===== src/rtl/strat_pkg.sv =====
// Shared types and constants for the strat_decide scheduler slice.
// The snapshot struct and helper keep per-symbol field selection in one place.
package strat_pkg;

    localparam int W        = 32;
    localparam int N_SYM    = 4;
    localparam int TAG_W    = 2;
    localparam int CORE_LAT = 4;

    typedef enum logic [1:0] {
        ST_IDLE = 2'd0,
        ST_RUN  = 2'd1,
        ST_HALT = 2'd2
    } state_t;

    typedef struct packed {
        logic [W-1:0] bid;
        logic [W-1:0] ask;
        logic [W-1:0] fair;
        logic [W-1:0] vol;
        logic [W-1:0] inv;
    } snap_t;

    typedef struct packed {
        logic             vld;
        logic [TAG_W-1:0] sym;
    } tag_t;

    // Pure selection of one symbol's fields out of the packed request buses.
    function automatic snap_t snap_pick(
        input logic [N_SYM*W-1:0] bid,
        input logic [N_SYM*W-1:0] ask,
        input logic [N_SYM*W-1:0] fair,
        input logic [N_SYM*W-1:0] vol,
        input logic [N_SYM*W-1:0] inv,
        input logic [TAG_W-1:0]   idx
    );
        snap_t s;
        s.bid  = bid[int'(idx)*W +: W];
        s.ask  = ask[int'(idx)*W +: W];
        s.fair = fair[int'(idx)*W +: W];
        s.vol  = vol[int'(idx)*W +: W];
        s.inv  = inv[int'(idx)*W +: W];
        return s;
    endfunction

endpackage


===== src/rtl/strat_sched_if.sv =====
// Bus bundle between the symbol requesters, the strat_decide core and order entry.
// The slave modport is the scheduler's view; master is the surrounding system.
interface strat_sched_if;
    import strat_pkg::*;

    logic                 enable;
    logic                 kill;
    logic [N_SYM-1:0]     req_valid;
    logic [N_SYM-1:0]     req_ready;
    logic [N_SYM*W-1:0]   req_bid;
    logic [N_SYM*W-1:0]   req_ask;
    logic [N_SYM*W-1:0]   req_fair;
    logic [N_SYM*W-1:0]   req_vol;
    logic [N_SYM*W-1:0]   req_inv;
    logic [W-1:0]         core_bid;
    logic [W-1:0]         core_ask;
    logic [W-1:0]         core_fair;
    logic [W-1:0]         core_vol;
    logic [W-1:0]         core_inv;
    logic                 core_in_valid;
    logic                 core_buy;
    logic                 core_sell;
    logic                 core_out_valid;
    logic                 res_valid;
    logic [TAG_W-1:0]     res_sym;
    logic                 res_buy;
    logic                 res_sell;
    logic                 res_throttled;
    logic [1:0]           state_o;

    modport slave (
        input  enable, kill, req_valid, req_bid, req_ask, req_fair, req_vol, req_inv,
        input  core_buy, core_sell, core_out_valid,
        output req_ready, core_bid, core_ask, core_fair, core_vol, core_inv, core_in_valid,
        output res_valid, res_sym, res_buy, res_sell, res_throttled, state_o
    );

    modport master (
        output enable, kill, req_valid, req_bid, req_ask, req_fair, req_vol, req_inv,
        output core_buy, core_sell, core_out_valid,
        input  req_ready, core_bid, core_ask, core_fair, core_vol, core_inv, core_in_valid,
        input  res_valid, res_sym, res_buy, res_sell, res_throttled, state_o
    );

endinterface


===== src/rtl/strat_rr_arb.sv =====
// N-way round-robin arbiter: combinational one-hot grant starting at the pointer,
// pointer advances past the granted index on every accept.
module strat_rr_arb #(
    parameter int N  = 4,
    parameter int IW = $clog2(N)
) (
    input  logic          clk,
    input  logic          rst,
    input  logic          en,
    input  logic [N-1:0]  req,
    output logic [N-1:0]  gnt,
    output logic [IW-1:0] gnt_idx,
    output logic          gnt_any
);

    logic [IW-1:0] ptr_r;
    logic [N-1:0]  gnt_s;
    logic [IW-1:0] gnt_idx_s;
    logic [IW-1:0] idx_s;
    logic          found_s;
    logic          hit_s;

    // Scan from the pointer and take the first requester; N is a power of 2 so the index wraps freely.
    always_comb begin
        gnt_s     = '0;
        gnt_idx_s = '0;
        idx_s     = '0;
        found_s   = 1'b0;
        hit_s     = 1'b0;
        for (int k = 0; k < N; k++) begin
            idx_s        = ptr_r + IW'(k);
            hit_s        = en && !found_s && req[idx_s];
            gnt_s[idx_s] = gnt_s[idx_s] | hit_s;
            gnt_idx_s    = hit_s ? idx_s : gnt_idx_s;
            found_s      = found_s | hit_s;
        end
    end

    // Pointer register.
    always_ff @(posedge clk) begin
        if (rst) begin
            ptr_r <= '0;
        end else if (found_s) begin
            ptr_r <= gnt_idx_s + IW'(1);
        end else begin
            ptr_r <= ptr_r;
        end
    end

    assign gnt     = gnt_s;
    assign gnt_idx = gnt_idx_s;
    assign gnt_any = found_s;

endmodule


===== src/rtl/strat_sched.sv =====
// Time-shares one strat_decide core across N_SYM symbols: round-robin issue, symbol
// tagging through the core latency, then kill squash and a windowed order-rate limiter.
module strat_sched
    import strat_pkg::*;
#(
    parameter int RATE_WIN = 1024,
    parameter int RATE_MAX = 8
) (
    input logic          clk,
    input logic          rst,
    strat_sched_if.slave bus
);

    localparam int WIN_W = $clog2(RATE_WIN);
    localparam int RC_W  = $clog2(RATE_MAX + 1);
    localparam logic [WIN_W-1:0] WIN_LAST = WIN_W'(RATE_WIN - 1);
    localparam logic [RC_W-1:0]  RC_FULL  = RC_W'(RATE_MAX);

    state_t           state_r;
    logic             kill_r;
    logic [N_SYM-1:0] gnt_s;
    logic [TAG_W-1:0] gnt_idx_s;
    logic             accept_s;
    snap_t            pick_s;
    snap_t            core_r;
    logic             core_in_valid_r;
    logic [TAG_W-1:0] core_sym_r;
    tag_t             tag_r [CORE_LAT];
    logic             pipe_empty_s;
    logic [WIN_W-1:0] win_r;
    logic [RC_W-1:0]  rc_r;
    logic [RC_W-1:0]  rc_nxt_s;
    logic             hit_s;
    logic             dec_s;
    logic             squash_s;
    logic             wrap_s;
    logic             rel_s;
    logic             thr_s;
    logic             res_valid_r;
    logic [TAG_W-1:0] res_sym_r;
    logic             res_buy_r;
    logic             res_sell_r;
    logic             res_thr_r;

    strat_rr_arb #(.N(N_SYM)) u_arb (
        .clk     (clk),
        .rst     (rst),
        .en      (state_r == ST_RUN),
        .req     (bus.req_valid),
        .gnt     (gnt_s),
        .gnt_idx (gnt_idx_s),
        .gnt_any (accept_s)
    );

    assign pick_s = snap_pick(bus.req_bid, bus.req_ask, bus.req_fair, bus.req_vol,
                              bus.req_inv, gnt_idx_s);

    // Run-state FSM; kill is also registered so squashing starts the cycle after it is seen.
    always_ff @(posedge clk) begin
        if (rst) begin
            state_r <= ST_IDLE;
            kill_r  <= 1'b0;
        end else begin
            kill_r <= bus.kill;
            case (state_r)
                ST_IDLE: begin
                    if (bus.enable && !bus.kill) state_r <= ST_RUN;
                    else                         state_r <= ST_IDLE;
                end
                ST_RUN: begin
                    if (bus.kill)         state_r <= ST_HALT;
                    else if (!bus.enable) state_r <= ST_IDLE;
                    else                  state_r <= ST_RUN;
                end
                ST_HALT: begin
                    if (!bus.kill && pipe_empty_s) state_r <= ST_IDLE;
                    else                           state_r <= ST_HALT;
                end
                default: state_r <= ST_IDLE;
            endcase
        end
    end

    // Core input registers; data holds between issues.
    always_ff @(posedge clk) begin
        if (rst) begin
            core_r          <= '0;
            core_in_valid_r <= 1'b0;
            core_sym_r      <= '0;
        end else begin
            core_in_valid_r <= accept_s;
            if (accept_s) begin
                core_r     <= pick_s;
                core_sym_r <= gnt_idx_s;
            end else begin
                core_r     <= core_r;
                core_sym_r <= core_sym_r;
            end
        end
    end

    // Tag pipe fed from the issue register so its last stage lines up with core_out_valid.
    always_ff @(posedge clk) begin
        if (rst) begin
            for (int k = 0; k < CORE_LAT; k++) tag_r[k] <= '0;
        end else begin
            tag_r[0] <= {core_in_valid_r, core_sym_r};
            for (int k = 1; k < CORE_LAT; k++) tag_r[k] <= tag_r[k-1];
        end
    end

    // Nothing issued and nothing pending in the tag pipe.
    always_comb begin
        pipe_empty_s = !core_in_valid_r;
        for (int k = 0; k < CORE_LAT; k++) pipe_empty_s = pipe_empty_s & !tag_r[k].vld;
    end

    // Release/throttle decision; a decision in the wrap cycle belongs to the new window.
    always_comb begin
        hit_s    = bus.core_out_valid && tag_r[CORE_LAT-1].vld;
        dec_s    = bus.core_buy || bus.core_sell;
        squash_s = (state_r == ST_HALT) || kill_r;
        wrap_s   = (win_r == WIN_LAST);
        rel_s    = 1'b0;
        thr_s    = 1'b0;
        if (hit_s && dec_s) begin
            if (squash_s)              thr_s = 1'b1;
            else if (wrap_s)           rel_s = 1'b1;
            else if (rc_r == RC_FULL)  thr_s = 1'b1;
            else                       rel_s = 1'b1;
        end else begin
            rel_s = 1'b0;
        end
        if (wrap_s)     rc_nxt_s = rel_s ? RC_W'(1) : '0;
        else if (rel_s) rc_nxt_s = rc_r + RC_W'(1);
        else            rc_nxt_s = rc_r;
    end

    // Window counter and rate count.
    always_ff @(posedge clk) begin
        if (rst) begin
            win_r <= '0;
            rc_r  <= '0;
        end else begin
            win_r <= wrap_s ? '0 : win_r + WIN_W'(1);
            rc_r  <= rc_nxt_s;
        end
    end

    // Registered result stage; untagged core strobes are dropped here.
    always_ff @(posedge clk) begin
        if (rst) begin
            res_valid_r <= 1'b0;
            res_sym_r   <= '0;
            res_buy_r   <= 1'b0;
            res_sell_r  <= 1'b0;
            res_thr_r   <= 1'b0;
        end else begin
            res_valid_r <= hit_s;
            res_sym_r   <= hit_s ? tag_r[CORE_LAT-1].sym : '0;
            res_buy_r   <= rel_s && bus.core_buy;
            res_sell_r  <= rel_s && bus.core_sell;
            res_thr_r   <= thr_s;
        end
    end

    assign bus.req_ready     = gnt_s;
    assign bus.core_bid      = core_r.bid;
    assign bus.core_ask      = core_r.ask;
    assign bus.core_fair     = core_r.fair;
    assign bus.core_vol      = core_r.vol;
    assign bus.core_inv      = core_r.inv;
    assign bus.core_in_valid = core_in_valid_r;
    assign bus.res_valid     = res_valid_r;
    assign bus.res_sym       = res_sym_r;
    assign bus.res_buy       = res_buy_r;
    assign bus.res_sell      = res_sell_r;
    assign bus.res_throttled = res_thr_r;
    assign bus.state_o       = state_r;

endmodule


===== src/flat_wrapper.sv =====
// flat-port wrapper written by rule: the top's interface ports become plain ports
module strat_sched_flat import strat_pkg::*;
#(
    parameter int RATE_WIN = 1024,
    parameter int RATE_MAX = 8
)
  (clk, rst, bus_enable, bus_kill, bus_req_valid, bus_req_bid, bus_req_ask, bus_req_fair, bus_req_vol, bus_req_inv, bus_core_buy, bus_core_sell, bus_core_out_valid, bus_req_ready, bus_core_bid, bus_core_ask, bus_core_fair, bus_core_vol, bus_core_inv, bus_core_in_valid, bus_res_valid, bus_res_sym, bus_res_buy, bus_res_sell, bus_res_throttled, bus_state_o);
  strat_sched_if bus_i ();
  input logic clk;
  input logic rst;
  input wire logic [$bits(bus_i.enable)-1:0] bus_enable;
  input wire logic [$bits(bus_i.kill)-1:0] bus_kill;
  input wire logic [$bits(bus_i.req_valid)-1:0] bus_req_valid;
  input wire logic [$bits(bus_i.req_bid)-1:0] bus_req_bid;
  input wire logic [$bits(bus_i.req_ask)-1:0] bus_req_ask;
  input wire logic [$bits(bus_i.req_fair)-1:0] bus_req_fair;
  input wire logic [$bits(bus_i.req_vol)-1:0] bus_req_vol;
  input wire logic [$bits(bus_i.req_inv)-1:0] bus_req_inv;
  input wire logic [$bits(bus_i.core_buy)-1:0] bus_core_buy;
  input wire logic [$bits(bus_i.core_sell)-1:0] bus_core_sell;
  input wire logic [$bits(bus_i.core_out_valid)-1:0] bus_core_out_valid;
  output wire logic [$bits(bus_i.req_ready)-1:0] bus_req_ready;
  output wire logic [$bits(bus_i.core_bid)-1:0] bus_core_bid;
  output wire logic [$bits(bus_i.core_ask)-1:0] bus_core_ask;
  output wire logic [$bits(bus_i.core_fair)-1:0] bus_core_fair;
  output wire logic [$bits(bus_i.core_vol)-1:0] bus_core_vol;
  output wire logic [$bits(bus_i.core_inv)-1:0] bus_core_inv;
  output wire logic [$bits(bus_i.core_in_valid)-1:0] bus_core_in_valid;
  output wire logic [$bits(bus_i.res_valid)-1:0] bus_res_valid;
  output wire logic [$bits(bus_i.res_sym)-1:0] bus_res_sym;
  output wire logic [$bits(bus_i.res_buy)-1:0] bus_res_buy;
  output wire logic [$bits(bus_i.res_sell)-1:0] bus_res_sell;
  output wire logic [$bits(bus_i.res_throttled)-1:0] bus_res_throttled;
  output wire logic [$bits(bus_i.state_o)-1:0] bus_state_o;
  assign bus_i.enable = bus_enable;
  assign bus_i.kill = bus_kill;
  assign bus_i.req_valid = bus_req_valid;
  assign bus_i.req_bid = bus_req_bid;
  assign bus_i.req_ask = bus_req_ask;
  assign bus_i.req_fair = bus_req_fair;
  assign bus_i.req_vol = bus_req_vol;
  assign bus_i.req_inv = bus_req_inv;
  assign bus_i.core_buy = bus_core_buy;
  assign bus_i.core_sell = bus_core_sell;
  assign bus_i.core_out_valid = bus_core_out_valid;
  assign bus_req_ready = bus_i.req_ready;
  assign bus_core_bid = bus_i.core_bid;
  assign bus_core_ask = bus_i.core_ask;
  assign bus_core_fair = bus_i.core_fair;
  assign bus_core_vol = bus_i.core_vol;
  assign bus_core_inv = bus_i.core_inv;
  assign bus_core_in_valid = bus_i.core_in_valid;
  assign bus_res_valid = bus_i.res_valid;
  assign bus_res_sym = bus_i.res_sym;
  assign bus_res_buy = bus_i.res_buy;
  assign bus_res_sell = bus_i.res_sell;
  assign bus_res_throttled = bus_i.res_throttled;
  assign bus_state_o = bus_i.state_o;
  strat_sched #(.RATE_WIN(RATE_WIN), .RATE_MAX(RATE_MAX)) u_core (.clk(clk), .rst(rst), .bus(bus_i));
endmodule

===== config.mk =====
export PLATFORM = sky130hd
export DESIGN_NAME = strat_sched_flat
export DESIGN_NICKNAME = d
export VERILOG_FILES = /design/src/rtl/strat_pkg.sv /design/src/rtl/strat_sched_if.sv /design/src/rtl/strat_rr_arb.sv /design/src/rtl/strat_sched.sv /design/src/flat_wrapper.sv
export SDC_FILE = /design/constraint.sdc
export NUM_CORES = 1
export LEC_CHECK = 0
export CAP_MARGIN = 20
export CORE_AREA = 2 2 317 319
export CTS_BUF_LIST = sky130_fd_sc_hd__clkbuf_16
export DETAILED_ROUTE_END_ITERATION = 8
export DIE_AREA = 0 0 319 321
export SLEW_MARGIN = 30
export SYNTH_ARGS = -nofsm -noshare
export SYNTH_HDL_FRONTEND = slang
export SYNTH_SLANG_ARGS = --single-unit

===== constraint.sdc =====
create_clock -name clk -period 7.95 [get_ports clk]
set_input_delay 2.385 -clock clk [delete_from_list [all_inputs] [get_ports clk]]
set_output_delay 2.385 -clock clk [all_outputs]
set_load 0.05 [all_outputs]

* Word level (Yosys, flattened, before mapping) *
Memories as Yosys holds them, arrays and structs flattened.
Cells that the tools add are included.

storage, ports and cells
  register bits = 188
  memory bits (writable) = 12
  bits of input ports = 651
  logic and storage cells = 145
  memories = 1

operators by class
  add/sub/neg operators = 6
  order comparisons = 8
  equality and inequality tests = 4
  shifts and indexed selects = 5
  mux-type cells = 53
  bitwise operators = 18
  reductions and logical operators = 33

memories
  memory        depth  bits a word  read ports  clocked after Yosys merged registers in  write ports  RTL line           RTL
  u_core.tag_r  4      3            4           0                                        4            strat_sched.sv:28  tag_t tag_r [CORE_LAT];

operators by type and width
  operator                                                                             number
  128-bit by 8-bit indexed part select with 32-bit output                              5
  1-bit two-way mux                                                                    25
  1-bit logical AND                                                                    17
  1-bit binary-select mux with 2-bit select                                            8
  4-bit bitwise mux                                                                    3
  2-bit by 3-bit less-than comparator with 1-bit output, second input constant         4
  2-bit two-way mux                                                                    6
  3-bit two-way mux                                                                    4
  1-bit bitwise OR                                                                     11
  10-bit by 1-bit adder with 10-bit output, second input constant                      1
  10-bit == test, second input constant                                                1
  1-bit logical NOT                                                                    9
  1-bit demux with 2-bit select                                                        4
  2-bit by 1-bit greater-or-equal comparator with 1-bit output, second input constant  4
  4-bit two-way mux                                                                    2
  2-bit one-hot mux with 3 select lines                                                1
  2-bit OR reduction                                                                   3
  2-bit by 1-bit adder with 2-bit output, second input constant                        2
  2-bit adder, second input constant                                                   2
  4-bit by 1-bit adder with 4-bit output, second input constant                        1
  1-bit bitwise AND                                                                    4
  4-bit bitwise AND                                                                    1
  4-bit == test, second input constant                                                 1
  2-bit by 1-bit == test with 1-bit output, second input constant                      1
  other kinds (5)                                                                      7

* Longest topological paths before layout *
Gate-level depths: netlist (run 1).

  depth in word-level cells = 17
  gate-level depth with buffers = 13
  gate-level depth less buffers = 9

* Cells and area by module *
A second synthesis (run 1) with hierarchy kept.

unflattened totals
  cells, all modules = 1108
  area total of the unflattened synthesis = 12016.5 um^2

by module, submodules not included
  module        instances  cells each  area each (um^2)  seq. area each (um^2)
  strat_sched   1          987         10990.5           3963.8
  strat_rr_arb  1          121         1026.0            40.0

* Least setup slack after synthesis (run 1) *
OpenSTA, ideal clock, no wires.

  path kind = input port to output port
  start point = input port bus_req_valid[3]
  end point = output port bus_req_ready[0]
  arrival time = 5.080 ns
  setup slack = 0.485 ns
  stages on the path = 7
  path buffers = 0
  path through = or2b_1 mux4_2 nor3_1 nor2_1 a221o_1 o2111a_1 o31ai_1

on the way
  cells in the longest elaborated chain, start to end = 17
  elaborated cells on any way between the ends = 34
  classes of those cells = mux: 17; bitwise: 7; reduce/logical: 10

ends and longest elaborated chain
  item                                       RTL line            RTL
  from (decl)                                flat_wrapper.sv:13  input wire logic [$bits(bus_i.req_valid)-1:0] bus_req_valid;
  1-bit binary-select mux with 2-bit select  strat_rr_arb.sv:32  hit_s = en && !found_s && req[idx_s];
  1-bit two-way mux (implied by the code)    strat_rr_arb.sv:32
  1-bit logical AND                          strat_rr_arb.sv:32
  1-bit bitwise OR                           strat_rr_arb.sv:33  gnt_s[idx_s] = gnt_s[idx_s] | hit_s;
  4-bit bitwise AND (no source line)         n/a
  1-bit binary-select mux with 2-bit select  strat_rr_arb.sv:33
  1-bit two-way mux (implied by the code)    strat_rr_arb.sv:33
  1-bit bitwise OR                           strat_rr_arb.sv:33
  4-bit bitwise mux                          strat_rr_arb.sv:33
  1-bit binary-select mux with 2-bit select  strat_rr_arb.sv:33
  1-bit two-way mux (implied by the code)    strat_rr_arb.sv:33
  1-bit bitwise OR                           strat_rr_arb.sv:33
  4-bit bitwise mux                          strat_rr_arb.sv:33
  1-bit binary-select mux with 2-bit select  strat_rr_arb.sv:33
  1-bit two-way mux (implied by the code)    strat_rr_arb.sv:33
  1-bit bitwise OR                           strat_rr_arb.sv:33
  4-bit bitwise mux (*)                      strat_rr_arb.sv:33
  to (decl)                                  flat_wrapper.sv:22  output wire logic [$bits(bus_i.req_ready)-1:0] bus_req_ready;

Mark *: on every way between the ends. The rest lies on a longest branch, timed or not. The select of a mux whose other input is x is not followed.

* Worst setup path after layout (run 1) *
  start point = input port bus_req_valid[3]
  end point = output port bus_req_ready[3]

Same word-level chain as after synthesis.

==> results of run 1 <==
routing by layer:
layer  vias up  global-route usage (%)  routed length [µm]
met5         -                       0                  54
met4         8                    4.25                1530
met3        74                    4.12                5600
met2       665                    24.3               36900
met1      6792                    17.2               32100
li1       7054                       -                   -
critical path: cells and delay by family:
family	cells	cell delay, ns
simple gates	2	0.67
mux	1	0.55
compound gates	3	0.85
buf+inv	2	0.73
per-stage QoR:
| stage | hold slack, ns | utilization, % |
|---|---|---|
| global placement | 0.419 | 21.1 |
| detailed placement | 0.413 | 21.1 |
| global route | 0.455 | 21.7 |
| finish | 0.435 | 21.7 |
| floorplan | 0.406 | - |
| CTS | 0.436 | 21.7 |
layout by cell type (no fill, tap or decap), types with 2 or more instances in the layout:
master and count:
or3_1 3, buf_2 2, a22oi_1 2, xor2_1 6, inv_1 10, a32oi_1 2
mux4_2 6, clkdlybuf4s50_1 817, a221o_1 162, diode_2 5, or2b_1 2, buf_12 14
nor2b_1 20, dfxtp_1 200, inv_12 2, xnor2_1 5, a21oi_1 167, nand3_1 6
inv_8 2, nor3_1 4, and2_4 2, nand4_1 3, clkbuf_16 17, mux2i_1 5
inv_6 3, nor2_1 27, a221oi_1 2, ha_1 7, clkinv_8 6, mux2_2 2
nor4_1 2, o31ai_1 7, and2_1 4, nand2_1 812, nand2b_1 3, buf_4 17
layout make-up:
class                           count  area [µm²]  share of cell area (%)
Tap cell                         1298        1620                    7.53
Timing Repair Buffer              850        8600                    39.9
Inverter                           11        41.3                   0.192
Sequential cell                   200        4000                    18.6
Clock inverter                     15         195                   0.905
Clock buffer                       17         425                    1.97
Multi-Input combinational cell   1286        6660                    30.9
Antenna cell                        5        12.5                  0.0580
cells by family after synthesis:
group           count (synthesis)
compound gates                360
xor+xnor                       11
fa+ha+maj                       7
buf+inv                       147
flops                         200
mux                            13
simple gates                  895
flip-flops by register name (all words and copies together), names as in the netlist:
name and flops:
u_core.bus.core_ask 32, u_core.bus.core_bid 32, u_core.bus.core_fair 32, u_core.bus.core_in_valid 1
u_core.bus.core_inv 32, u_core.bus.core_vol 32, u_core.bus.res_buy 1, u_core.bus.res_sell 1
u_core.bus.res_sym 2, u_core.bus.res_throttled 1, u_core.bus.res_valid 1, u_core.bus.state_o 2
u_core.core_sym_r 2, u_core.kill_r 1, u_core.rc_r 4, u_core.tag_r 12
u_core.u_arb.ptr_r 2, u_core.win_r 10
worst min-delay path by stage:
stage / startpoint / endpoint / slack, ns / cells past startpoint
2_1_floorplan: u_core.tag_r[3][0]$_SDFF_PP0_ / u_core.bus.res_sym[0]$_SDFF_PP0_ / 0.41 / 1
3_3_place_gp: u_core.tag_r[3][1]$_SDFF_PP0_ / u_core.bus.res_sym[1]$_SDFF_PP0_ / 0.42 / 1
3_5_place_dp: u_core.tag_r[3][0]$_SDFF_PP0_ / u_core.bus.res_sym[0]$_SDFF_PP0_ / 0.41 / 1
4_1_cts: u_core.tag_r[3][0]$_SDFF_PP0_ / u_core.bus.res_sym[0]$_SDFF_PP0_ / 0.44 / 1
5_1_grt: u_core.tag_r[1][0]$_SDFF_PP0_ / u_core.tag_r[2][0]$_SDFF_PP0_ / 0.46 / 1
6_report: u_core.tag_r[3][0]$_SDFF_PP0_ / u_core.bus.res_sym[0]$_SDFF_PP0_ / 0.44 / 1
report_power, final:
group	leakage [µW]	switching [µW]	internal, µW	total [µW]
sequential	0.00162	30.6	1050	1080
combinational	0.00658	474	470	944
clock	0.000295	563	433	996
total	0.00850	1070	1950	3020
==> impl_metrics.csv, run 1 <==
group,metric,value,unit
clock_network,hold_buffers,0,
drt,via_per_inst,3.96,
cells_and_area,fin_cells,3682,
drt,route.detailed.wl_per_inst,20.7,µm
drt,vias,14600,
worst_setup_path,crit_chain,"clkdlybuf4s50_1 -> or2b_1 -> mux4_2 -> or3_4 -> a31oi_1 -> o31ai_1 -> o31ai_1 -> buf_12",
worst_setup_path,end_kind,"output pin",
placed_design,dpl.cell_count,3645,
drt,drc_errors,0,
worst_setup_path,startpoint,"bus_req_valid[3]",
placed_design,placed_area,20900,µm²
timing,slew_headroom,43.7,%
die,initial_core_util,11.6,%
synthesis,ys_top_cells_by_count,"nand2_1, dfxtp_1, a21oi_1, a221o_1, buf_2",
synthesis,synth_edf_count,0,
power,total_power,3020,µW
worst_setup_path,critPathRequiredTime,5.57,ns
synthesis,synthAdderAreaFrac,0.760,%
timing,worst_pin_slew,0.843,ns
synthesis,synth_compound_area_share,23.8,%
clock_network,cts_buffers,17,
placed_design,place_ws,0.353,ns
clock_network,cts_resized,0,
cells_and_area,fin_area,21600,µm²
drt,firstDrtPassIters,5,
global_route,overflow,0,
drt,finalWirelength,76200,µm
die,die_h,321,µm
cells_and_area,finalNetCount,3024,
global_route,antenna_found_initial,33,
synthesis,yosys.area_share.simple,30.4,%
synthesis,ys_seq_elements,200,
status,outcome,"complete, no violations",
clock_network,cts-root-buf,"clkbuf_16",
synthesis,synth_mux_area_share,1.80,%
worst_setup_path,path_max_fanout,6,
timing,max_freq,0.132,GHz
synthesis,synth_xor_area_share,0.836,%
clock_network,cts.path.max_buffers,2,
synthesis,syn_area,11500,µm²
timing,min_period,7.59,ns
die,core,99300,µm²
cells_and_area,syn2layout_area_growth,87.1,%
synthesis,synth_top_family_by_area,"simple AND/OR/NAND/NOR gates",
synthesis,synth_area_leaders,"dfxtp_1, nand2_1, a221o_1, a21oi_1, buf_6",
synthesis,synth-seq-area-share,34.8,%
worst_setup_path,rr_startpoint,"u_core.u_arb.ptr_r[0]$_SDFFE_PP0P_",
synthesis,yosysTopAreaCell,"dfxtp_1",
run,max_cap_violations,0,
clock_network,cts_setup_buffers,0,
synthesis,synthArstFlopShare,0,%
worst_setup_path,setup.worst_path.class,"primary input to output pin",
global_route,grt_pass1_vias,13800,
worst_setup_path,critPathArrivalTime,5.21,ns
power,powerDensity,140,nW/µm²
worst_setup_path,path_common_cell,"o31ai_1",
drt,ant_nets,0,
worst_setup_path,reg2reg_slack,3.17,ns
worst_setup_path,start_kind,"primary input",
global_route,grt_max_degree,133,
synthesis,synth_top_flop_cell,"dfxtp_1",
timing,tns,0,ns
die,io_pins,824,
timing,setup_ws,0.357,ns
die,row_count,116,
worst_setup_path,rr_worst_depth,11,
clock_network,clkTransAtPathRegs,0.09,ns
global_route,grt_pass1_wl,103000,µm
clock_network,cts_htree_levels,4,
placed_design,dp_hpwl,60900,µm
worst_setup_path,crit_end,"bus_req_ready[3]",
clock_network,clk_latency,0.53,ns
timing,finalHoldViolCount,0,
synthesis,synth_nets,2291,
synthesis,netlist-cell-type-count,56,
synthesis,synth.most_common_cell,"nand2_1",
synthesis,yosysWarnings,0,
drt,drtIter0Drc,898,
die,die_area,102000,µm²
synthesis,synth_cells,1633,
timing,rsz0062_at_grt,"no",
synthesis,yosysTopAreaCellShare,34.8,%
cells_and_area,drive_gt1_share,3.53,%
clock_network,clock_sinks,200,
placed_design,place_congestion,0.903,
synthesis,syn_avg_cell_area,7.06,µm²
power,ir_drop,0.0911,mV
clock_network,cts_tree,"done",
global_route,gr-usage-all-layers,14.2,%
power,p_leak,0.00850,µW
cells_and_area,fillCellCount,11000,
timing,setup_violations,0,
worst_setup_path,slowest_stage,"mux4_2",
timing,drv_slew,0,
placed_design,port_buffers,823,
min_path,hold_class,"flip-flop to flip-flop",
worst_setup_path,crit_path_max_incr_delay,0.55,ns
die,fp.dieW,319,µm
worst_setup_path,rr_endpoint,"u_core.bus.core_vol[2]$_SDFFE_PP0P_",
timing,fin_skew,0.0180,ns
timing,fin_crit_sh,95.5,%
(Power assumes the default switching activity.)
==> run 2, diff against run 1 <==
--- a/config.mk
+++ b/config.mk
@@ -5,7 +5,7 @@
 export SDC_FILE = /design/constraint.sdc
 export NUM_CORES = 1
 export LEC_CHECK = 0
-export CAP_MARGIN = 20
+export CAP_MARGIN = 0
 export CORE_AREA = 2 2 317 319
 export CTS_BUF_LIST = sky130_fd_sc_hd__clkbuf_16
 export DETAILED_ROUTE_END_ITERATION = 8
==> results of run 2 <==
Same layout as run 1: the final DEF is identical, and so are final timing and power.
